--- config.mk ---
export PLATFORM = sky130hd
export DESIGN_NAME = instr_fetch_flat
export DESIGN_NICKNAME = d
export VERILOG_FILES = /design/src/rtl/instr_fetch_pkg.sv /design/src/rtl/instr_fetch_if.sv /design/src/rtl/icache_array.sv /design/src/rtl/instr_fetch.sv /design/src/flat_wrapper.sv
export SDC_FILE = /design/constraint.sdc
export NUM_CORES = 1
export LEC_CHECK = 0
export CORE_MARGIN = 2
export CORE_UTILIZATION = 65
export DETAILED_ROUTE_END_ITERATION = 16
export GPL_TIMING_DRIVEN = 0
export PLACE_DENSITY = 0.84
export SLEW_MARGIN = 20
export SYNTH_ARGS = -nofsm -noshare
export SYNTH_HDL_FRONTEND = slang
export SYNTH_SLANG_ARGS = --single-unit
--- constraint.sdc ---
create_clock -name clk -period 16.6 [get_ports clk]
set_clock_uncertainty 0.05 [all_clocks]
set_input_delay 3.32 -clock clk [delete_from_list [all_inputs] [get_ports clk]]
set_output_delay 3.32 -clock clk [all_outputs]
set_load 0.005 [all_outputs]
--- src/rtl/instr_fetch_pkg.sv ---
// Shared MIPS pipeline types: PC/instruction widths and fetch FSM states.
// Imported by the fetch stage, its cache array and the refill interface.
package mips_pkg;
  localparam int PC_W    = 30;
  localparam int INSTR_W = 32;

  typedef enum logic {
    IDLE = 1'b0,
    REQ  = 1'b1
  } fetch_state_e;
endpackage

--- src/rtl/instr_fetch_if.sv ---
// Refill handshake between the fetch stage and instruction memory.
// master: mem_req/mem_addr out, mem_valid/mem_data in; slave: the reverse.
interface instr_fetch_if import mips_pkg::*; ();
  logic               mem_req;
  logic [PC_W-1:0]    mem_addr;
  logic               mem_valid;
  logic [INSTR_W-1:0] mem_data;

  modport master (
    output mem_req, mem_addr,
    input  mem_valid, mem_data
  );

  modport slave (
    input  mem_req, mem_addr,
    output mem_valid, mem_data
  );
endinterface

--- src/rtl/icache_array.sv ---
// Direct-mapped I-cache storage: async read, one sync write, valid clear on rst.
// Ports: clk, rst, i_rd_idx -> o_rd_{valid,tag,data}; i_wr_{en,idx,tag,data}.
module icache_array import mips_pkg::*; #(
  parameter  int INDEX_BITS = 4,
  localparam int TAG_W      = PC_W - INDEX_BITS,
  localparam int LINES      = 1 << INDEX_BITS
) (
  input  logic                  clk,
  input  logic                  rst,
  input  logic [INDEX_BITS-1:0] i_rd_idx,
  output logic                  o_rd_valid,
  output logic [TAG_W-1:0]      o_rd_tag,
  output logic [INSTR_W-1:0]    o_rd_data,
  input  logic                  i_wr_en,
  input  logic [INDEX_BITS-1:0] i_wr_idx,
  input  logic [TAG_W-1:0]      i_wr_tag,
  input  logic [INSTR_W-1:0]    i_wr_data
);
  logic [LINES-1:0]   r_valid;
  logic [TAG_W-1:0]   r_tag  [LINES];
  logic [INSTR_W-1:0] r_data [LINES];

  always_ff @(posedge clk) begin
    if (rst)
      r_valid <= '0;
    else if (i_wr_en)
      r_valid[i_wr_idx] <= 1'b1;
  end

  // Tag/data need no reset; a write during reset is dropped
  // so an aborted refill never leaves stale payload behind.
  always_ff @(posedge clk) begin
    if (i_wr_en && !rst) begin
      r_tag[i_wr_idx]  <= i_wr_tag;
      r_data[i_wr_idx] <= i_wr_data;
    end
  end

  assign o_rd_valid = r_valid[i_rd_idx];
  assign o_rd_tag   = r_tag[i_rd_idx];
  assign o_rd_data  = r_data[i_rd_idx];
endmodule

--- src/rtl/instr_fetch.sv ---
// IF stage: PC, I-cache lookup, miss refill FSM, branch redirect, D-miss freeze.
// Ports: clk, rst, data_hit, branch_*, npc/instr/instruction_hit, mem (refill).
// Optional IFETCH_PERF_EN adds miss_count/fetch_count saturating counters.
module instr_fetch import mips_pkg::*; #(
  parameter int              INDEX_BITS = 4,
  parameter logic [PC_W-1:0] RESET_PC   = '0
) (
  input  logic               clk,
  input  logic               rst,
  input  logic               data_hit,
  input  logic               branch_taken,
  input  logic [PC_W-1:0]    branch_target,
  output logic [PC_W-1:0]    npc,
  output logic [INSTR_W-1:0] instr,
  output logic               instruction_hit,
  instr_fetch_if.master      mem
`ifdef IFETCH_PERF_EN
  ,
  output logic [31:0]        miss_count,
  output logic [31:0]        fetch_count
`endif
);
  localparam int TAG_W = PC_W - INDEX_BITS;

  fetch_state_e    r_state, w_state_n;
  logic [PC_W-1:0] r_pc, w_pc_n;
  logic            r_mem_req, w_req_n;
  logic [PC_W-1:0] r_mem_addr, w_addr_n;
  logic            r_pend, w_pend_n;
  logic [PC_W-1:0] r_redir_pc, w_redir_n;

  logic               w_valid;
  logic [TAG_W-1:0]   w_tag;
  logic [INSTR_W-1:0] w_data;
  logic               w_hit;
  logic               w_wr_en;

  icache_array #(.INDEX_BITS(INDEX_BITS)) u_array (
    .clk        (clk),
    .rst        (rst),
    .i_rd_idx   (r_pc[INDEX_BITS-1:0]),
    .o_rd_valid (w_valid),
    .o_rd_tag   (w_tag),
    .o_rd_data  (w_data),
    .i_wr_en    (w_wr_en),
    .i_wr_idx   (r_mem_addr[INDEX_BITS-1:0]),
    .i_wr_tag   (r_mem_addr[PC_W-1:INDEX_BITS]),
    .i_wr_data  (mem.mem_data)
  );

  assign w_hit = w_valid && (w_tag == r_pc[PC_W-1:INDEX_BITS])
              && (r_state == IDLE);

  always_comb begin
    w_state_n = r_state;
    w_pc_n    = r_pc;
    w_req_n   = r_mem_req;
    w_addr_n  = r_mem_addr;
    w_pend_n  = r_pend;
    w_redir_n = r_redir_pc;
    w_wr_en   = 1'b0;
    unique case (r_state)
      IDLE: begin
        if (branch_taken) begin
          w_pc_n = branch_target;
        end else if (w_hit) begin
          if (data_hit)
            w_pc_n = r_pc + 30'd1;
        end else begin
          w_state_n = REQ;
          w_req_n   = 1'b1;
          w_addr_n  = r_pc;
        end
      end
      REQ: begin
        if (mem.mem_valid) begin
          w_wr_en   = 1'b1;
          w_state_n = IDLE;
          w_req_n   = 1'b0;
          w_pend_n  = 1'b0;
          // A same-cycle branch is newer than any latched one.
          if (branch_taken)
            w_pc_n = branch_target;
          else if (r_pend)
            w_pc_n = r_redir_pc;
        end else if (branch_taken) begin
          w_pend_n  = 1'b1;
          w_redir_n = branch_target;
        end
      end
      default: ;
    endcase
  end

  always_ff @(posedge clk) begin
    if (rst) begin
      r_state    <= IDLE;
      r_pc       <= RESET_PC;
      r_mem_req  <= 1'b0;
      r_mem_addr <= '0;
      r_pend     <= 1'b0;
      r_redir_pc <= '0;
    end else begin
      r_state    <= w_state_n;
      r_pc       <= w_pc_n;
      r_mem_req  <= w_req_n;
      r_mem_addr <= w_addr_n;
      r_pend     <= w_pend_n;
      r_redir_pc <= w_redir_n;
    end
  end

  assign npc             = r_pc + 30'd1;
  assign instr           = w_data;
  assign instruction_hit = w_hit;
  assign mem.mem_req     = r_mem_req;
  assign mem.mem_addr    = r_mem_addr;

`ifdef IFETCH_PERF_EN
  logic [31:0] r_miss_cnt, r_fetch_cnt;
  logic        w_miss_ev, w_fetch_ev;

  assign w_miss_ev  = (r_state == IDLE) && (w_state_n == REQ);
  assign w_fetch_ev = w_hit && data_hit && !branch_taken;

  always_ff @(posedge clk) begin
    if (rst) begin
      r_miss_cnt  <= '0;
      r_fetch_cnt <= '0;
    end else begin
      if (w_miss_ev && r_miss_cnt != 32'hFFFF_FFFF)
        r_miss_cnt <= r_miss_cnt + 32'd1;
      if (w_fetch_ev && r_fetch_cnt != 32'hFFFF_FFFF)
        r_fetch_cnt <= r_fetch_cnt + 32'd1;
    end
  end

  assign miss_count  = r_miss_cnt;
  assign fetch_count = r_fetch_cnt;
`endif
endmodule

--- src/flat_wrapper.sv ---
// flat-port wrapper written by rule: the top's interface ports become plain ports
module instr_fetch_flat import mips_pkg::*;
#(
  parameter int              INDEX_BITS = 4,
  parameter logic [PC_W-1:0] RESET_PC   = '0
)
  (clk, rst, data_hit, branch_taken, branch_target, npc, instr, instruction_hit, mem_mem_req, mem_mem_addr, mem_mem_valid, mem_mem_data);
  instr_fetch_if mem_i ();
  input  logic clk;
  input  logic rst;
  input  logic data_hit;
  input  logic branch_taken;
  input  logic [PC_W-1:0] branch_target;
  output logic [PC_W-1:0] npc;
  output logic [INSTR_W-1:0] instr;
  output logic instruction_hit;
  output wire logic [$bits(mem_i.mem_req)-1:0] mem_mem_req;
  output wire logic [$bits(mem_i.mem_addr)-1:0] mem_mem_addr;
  input wire logic [$bits(mem_i.mem_valid)-1:0] mem_mem_valid;
  input wire logic [$bits(mem_i.mem_data)-1:0] mem_mem_data;
  assign mem_mem_req = mem_i.mem_req;
  assign mem_mem_addr = mem_i.mem_addr;
  assign mem_i.mem_valid = mem_mem_valid;
  assign mem_i.mem_data = mem_mem_data;
  instr_fetch #(.INDEX_BITS(INDEX_BITS), .RESET_PC(RESET_PC)) u_core (.clk(clk), .rst(rst), .data_hit(data_hit), .branch_taken(branch_taken), .branch_target(branch_target), .npc(npc), .instr(instr), .instruction_hit(instruction_hit), .mem(mem_i));
endmodule
==> summary.md <==
Once the clock tree was built, the setup fixing pass inserted 0 buffers. The average vias per placed instance came out at 7.187. Based on the critical path, the design can be clocked at up to 111.9 MHz.

The die extent in x was 255.8 um; the number of DRC markers after the initial detailed-route iteration was 4066. The power per cell area was 117.1 nW/um^2. The total of max-cap violations was 0; the weighted congestion reported at the end of routability-driven placement was 0.9373.

Entering global routing, the biggest net connects 20 pins. After clock tree synthesis, the flow added hold-fix buffers numbering 0. The minimum setup slack after placement was 8585 ps; the normalized max-slew margin was 22.68%.

Counting tap cells, the placed design contains a total of 3248 instances. Remaining antenna violation count: 0. The tightest min-delay check is of the flop to flop type.

The die is 255.8 um tall. The biggest area contributor in the post-synthesis netlist is sky130_fd_sc_hd__edfxtp_1. The final layout contains routed wiring with a total length of 127400 um. After synthesis the netlist holds a flip-flop and latch count of 1041. The transition time at the pin with the least slew margin works out to 1160 ps. Counting flops with a built-in enable in the synthesized netlist gives 928. The mean post-synth cell area works out to 19.06 um^2. Of the post-synthesis cell area, the dominant cell type holds 67.59%. By instance count, the leading cell after synthesis is sky130_fd_sc_hd__edfxtp_1. The number of input and output port buffers inserted came out at 159. Nature of the critical path startpoint: a flop. The signal on the critical path passes through buf_4 > and2_1 > clkbuf_1 > a22oi_1 > nand3b_1 > a41oi_1 > nor4_1 > and4b_1 > nand3_4 > nor4_1 > clkdlybuf4s50_1.

Registers are responsible for 50.5% of the overall power. Post-CTS repair changed the size of 0 cells. For this configuration, the core starts out at a cell density of 65.60%.

The total count of hold-check failures in the final report came out at 0. In this run the count of I/O pins placed on the die edge is 161. The run gives 2571 as the number of nets in the finished design. For this run, the number of Yosys warnings is 0. For the floorplan core area, the log shows 62850 um^2. The maximum fanout along the worst path was 10. The run finished with clean final reports. The number of distinct library cell variants in the gate-level netlist after synthesis is 73, and the initial antenna violation count is 2. The later pin in the worst-skew pair is clocked with a latency of 680 ps.

The DRC violation count after routing is 0. The number of failing setup endpoints in the final timing report was 0. The post-route netlist has 21.95% of its cells at a drive strength greater than 1. Post-route cell area: 48670 um^2.

Data required time of the critical path: 13230 ps. The path type of the worst setup path is flop to primary output. In the synthesized netlist the dominant register cell turns out to be sky130_fd_sc_hd__edfxtp_1. The run gives 24796 as the via count of the first global-routing pass. The most numerous cell type found on the critical path is sky130_fd_sc_hd__nor4_1. Time the final worst path needs with I/O delays and setup: 8937 ps.

Synthesis produced a netlist with a net count of 2231. Clock tree synthesis selected as its root buffer the cell sky130_fd_sc_hd__clkbuf_16. Critical path endpoint category: a primary output. The half-perimeter wire length after placement is 75370 um, and the clock-pin slew of the registers on the worst-case setup and hold paths is 60 ps. The analysis attributes to net switching a power of 1.292 mW.

The design draws 5.701 mW. The clock passes through at most 3 buffers. The number of clock buffers added by TritonCTS is 99. The first detailed-routing pass ran for 6 iterations. Compared with the post-synthesis result, the final layout area differs by 18.05%. The cell area reported after detailed placement came out at 45290 um^2. The floorplan step defined a die boundary enclosing 65460 um^2. Cells fill 77.44% of the core in the end. The commonest cells after synthesis are 928 x sky130_fd_sc_hd__edfxtp_1, 235 x sky130_fd_sc_hd__mux4_2, 121 x sky130_fd_sc_hd__mux2i_1. The combinational fraction of design power came out at 7.6%. TritonCTS built the clock tree.

The proportion of total power due to net switching is 22.66%, and the via total after detailed routing is 24696. On the worst path, the slowest cell contributes a delay of 750 ps. For the clock power share, the log shows 42.0%. After layout, the worst path uses 53.84% of the clock period.

The H-tree was split into 3 levels. Hold is met by 402.0 ps. For the worst setup slack for register-to-register paths, the log shows 11500 ps. By area the synthesized netlist is led by sky130_fd_sc_hd__edfxtp_1 68%, sky130_fd_sc_hd__mux4_2 13%, sky130_fd_sc_hd__dfxtp_1 5.5%. The slowest stage of the critical path is the sky130_fd_sc_hd__clkbuf_1 cell. Synthesis handed over a netlist of 2163 instances. For this run the aggregate overflow at the end of global routing stands at 0. Setup repair after global routing left no endpoint under its margin. Arrival time of the worst setup path: 5570 ps.

For the final routed database, the setup TNS stands at 0 ps. The internal portion of the total power is 4.409 mW. After detailed routing, the average wire length per cell comes to 37.07 um. The run gives 0.1034 mV as the worst voltage drop across the vdd grid. After floorplanning, the core was divided into 92 placement rows. Setup slack closes at 7663 ps. For this run, asynchronously set or reset flops after synthesis account for 0%.

The logs give 0 for the max-slew violation count and 41230 um^2 for the post-synthesis instance area. The logs give 181000 um for the first-pass GRT wire length and 1041 for the clock net sink count. Final cell count without fillers: 3436. The analysis attributes to cell leakage a power of 16.03 nW. The run gives 39.36% as the global routing usage summed across all routing layers. Sequential cells were found to cover 73.08% of the synthesized design area.
[sequential cells by signal, summed over array words and instances, names as in the netlist, named ones only]
| signal | flops |
|---|---|
| u_core.u_array.r_tag | 416 |
| u_core.u_array.r_data | 512 |
| u_core.r_state | 1 |
| u_core.u_array.r_valid | 16 |
| u_core.r_redir_pc | 30 |
| u_core.mem.mem_req | 1 |
| u_core.r_pc | 30 |
| u_core.mem.mem_addr | 30 |
| u_core.r_pend | 1 |
[routing by layer]
layer,vias up,part of all wire [%],track usage [%]
li1,9407,-,-
met1,12485,33,50.88
met2,2342,49,64.90
met5,-,0,0
met4,0,6.0,19.96
met3,462,11,7.457
[kinds of logic after synthesis]
kind of cell             after synthesis  share of synthesized area (%)
buffers and inverters                151                          1.909
multiplexers                         382                          16.59
adder cells (fa/ha/maj)                1                        0.03034
flip-flops                          1041                          73.08
XOR/XNOR                              64                          1.360
AO/OA/AOI/OAI                        190                          3.281
AND/OR/NAND/NOR                      334                          3.745
[placed cells by master (no fill, tap or decap), drive strengths merged, types with 3 or more instances in the layout]
cell type      count
edfxtp           928
mux4             238
clkbuf           202
clkdlybuf4s50    159
buf              140
mux2i            121
dfxtp            113
nand2            112
nor2             106
a21oi             53
xnor2             45
clkinv            40
nand3             39
o21ai             24
mux2              23
xor2              19
a21o              19
a211oi            18
inv               16
nor3              16
a221oi            15
bufinv            14
nand2b            12
o31ai             11
nand4             10
nor2b             10
a22oi             10
o22ai              9
nor4               8
a22o               5
clkinvlp           5
and3               4
nand3b             4
o31a               4
o211a              4
and2               3
[worst max-delay path, delay by kind of cell, from the launching register on]
family                 cells  cell delay [ps]
buffers and inverters      3             1700
AOI/OAI and AO/OA          2              630
DFF                        1              490
and+or+nand+nor            6             2060
[layout make-up]
class,count,area (um^2)
clock inverters,59,683.2
inverters,16,60.06
fillers,3133,14180
repair buffers,239,2888
plain buffers,135,735.7
flip-flops and latches,1041,30130
multi-input cells,971,10420
well taps,846,1059
diodes,2,5.005
clock buffers,127,2686
[power groups by stage]
stage	Combinational (mW)	Clock [mW]	Sequential (mW)
after floorplan	0.240	0	2.92
after global placement	0.396	0	2.93
after detailed placement	0.411	0	2.93
after CTS	0.425	2.39	2.88
after global routing	0.445	2.48	2.88
final	0.432	2.39	2.88
[worst paths after layout]
path / startpoint / endpoint / depth (start not counted)
max: flop / instruction_hit / 11
max reg2reg: flop / flop / 13
min: u_core.r_redir_pc[14]$_SDFFE_PP0P_ / u_core.r_redir_pc[14]$_SDFFE_PP0P_ / 2
min reg2reg: u_core.r_redir_pc[14]$_SDFFE_PP0P_ / u_core.r_redir_pc[14]$_SDFFE_PP0P_ / 2
(Power assumes the default switching activity.)
==> variant, RTL diff (same settings) <==
Add an input register stage for `branch_target`; this delays it by one clock. The other inputs are not delayed to match.
--- a/src/rtl/instr_fetch.sv
+++ b/src/rtl/instr_fetch.sv
@@ -21,6 +21,12 @@
 `endif
 );
   localparam int TAG_W = PC_W - INDEX_BITS;
+
+  logic [PC_W-1:0] branch_target_q;
+
+  always_ff @(posedge clk) begin
+    branch_target_q <= branch_target;
+  end
 
   fetch_state_e    r_state, w_state_n;
   logic [PC_W-1:0] r_pc, w_pc_n;
@@ -62,7 +68,7 @@
     unique case (r_state)
       IDLE: begin
         if (branch_taken) begin
-          w_pc_n = branch_target;
+          w_pc_n = branch_target_q;
         end else if (w_hit) begin
           if (data_hit)
             w_pc_n = r_pc + 30'd1;
@@ -80,12 +86,12 @@
           w_pend_n  = 1'b0;
           // A same-cycle branch is newer than any latched one.
           if (branch_taken)
-            w_pc_n = branch_target;
+            w_pc_n = branch_target_q;
           else if (r_pend)
             w_pc_n = r_redir_pc;
         end else if (branch_taken) begin
           w_pend_n  = 1'b1;
-          w_redir_n = branch_target;
+          w_redir_n = branch_target_q;
         end
       end
       default: ;
Formal check against the unedited RTL: not equivalent (a bounded check fails within 4 cycles, from zero or initial values and one cycle with rst high).
==> variant against the original RTL <==
Register-to-register slack lost 0.51 ns. Count of clock-buffer cells in the layout shrank 2. First-iteration DRC count shrank 18%. Final cell count shrank 0.90%. Power shrank 1.1%. Sequential cell count grew 30. Setup slack lost 0.20 ns. Wire length shrank 7.9%. Global-route usage shrank 3.2 points. Synthesized area grew 0.91%. Design area grew 0.59%. Critical endpoint is now instr[21].
==> variant: results (changes against the original RTL) <==
| Metric | Value |
|---|---|
| Cells after DPL | `3217 (-0.95%)` |
| Synth Area in Adders | `0.0301% (-0.00027 points)` |
| Leakage | `14.9 nW (-6.8%)` |
| Total iterations of the first detailed-routing run | `5 (-1)` |
| Fraction of layout cells with a size suffix above 1 | `20.6% (-1.3 points)` |
| Synth cell count leaders | `928 x edfxtp_1, 252 x mux4_2, 159 x mux2i_1, 143 x dfxtp_1, 122 x nand2_1` |
| GR Util All Layers | `36.1% (-3.2 points)` |
| DR vias | `23500 (-4.8%)` |
| Nets | `2544 (-1.1%)` |
| Pin count of the biggest net entering global routing | `21 (+5.0%)` |
| Initial antenna violation count | `3 (+1)` |
| Place WS | `8.15 ns (-0.433 ns)` |
| WL final | `117000 µm (-7.9%)` |
| Mean post-synth cell area | `19.3 µm² (+1.1%)` |
| Synth Area in Compound Gates | `2.23% (-1.1 points)` |
| Status | `finished clean` |
| Int Pwr | `4.40 mW (-0.18%)` |
| Sequential area share after synthesis | `73.9% (+0.78 points)` |
| Via-per-instance ratio | `6.91 (-3.9%)` |
| Global-route wire length before repair | `169000 µm (-6.9%)` |
| Syn Nets | `2227 (-0.18%)` |
| Synth top area cells | `edfxtp_1 67%, mux4_2 14%, dfxtp_1 6.9%` |
| Worst VDD drop | `0.158 mV (+53%)` |
| Cell variety after synth | `57 (-22%)` |
| Area post-placement | `45600 µm² (+0.68%)` |
| Clock latency on the worst-skew pair | `0.70 ns (+0.02 ns)` |
| Arr. time, crit path | `5.77 ns (+0.20 ns)` |
| CTS buffer count | `103 (+4.0%)` |
| Synth Flop Type | `edfxtp_1` |
| Post-synthesis mux area share | `17.5% (+0.87 points)` |
variant: path summary, 6_finish.rpt:
check / slack [ns] / startpoint / cells past startpoint / end
hold / removal: 0.41 / u_core.r_redir_pc[6]$_SDFFE_PP0P_ / 2 / u_core.r_redir_pc[6]$_SDFFE_PP0P_
setup reg to reg: 10.99 / flop / 16 / flop
setup / recovery: 7.46 / flop / 10 / instr[21]
hold reg to reg: 0.41 / u_core.r_redir_pc[6]$_SDFFE_PP0P_ / 2 / u_core.r_redir_pc[6]$_SDFFE_PP0P_
variant: power groups by stage:
stage | registers, mW | clock network [mW] | logic (mW)
after floorplan | 2.99 | 0 | 0.188
after global placement | 3.00 | 0 | 0.311
after detailed placement | 3.00 | 0 | 0.322
after CTS | 2.94 | 2.37 | 0.332
after global routing | 2.94 | 2.46 | 0.349
final | 2.94 | 2.36 | 0.335
variant: cell type report:
class / count / area [µm²]
inverters: 21 / 78.8
diodes: 2 / 5.00
multi-input cells: 933 / 10200
well taps: 846 / 1060
clock inverters: 61 / 644
clock buffers: 125 / 2710
plain buffers: 134 / 672
repair buffers: 212 / 2810
flip-flops and latches: 1071 / 30700
fillers: 3167 / 14200
variant: cells by family after synthesis:
family / after synthesis
xor+xnor: 64
compound gates: 151
buf+inv: 155
simple gates: 306
flops: 1071
fa+ha+maj: 1
mux: 411
variant: routing by layer:
metal / GRT usage [%] / wire [µm] / vias to the layer above
li1: - / - / 9256
met1: 46.3 / 40300 / 12000
met2: 60.3 / 59300 / 1895
met3: 6.85 / 11200 / 385
met4: 17.5 / 6460 / 2
met5: 0 / 13 / -
variant: worst max-delay path, stage by stage (launching register included):
cell	delay [ns]
dfxtp_1	0.31
buf_4	0.20
buf_6	0.23
buf_4	0.30
buf_2	0.34
buf_2	0.47
clkbuf_1	0.89
clkbuf_1	0.80
mux4_2	0.46
mux4_2	0.55
clkdlybuf4s50_1	0.50
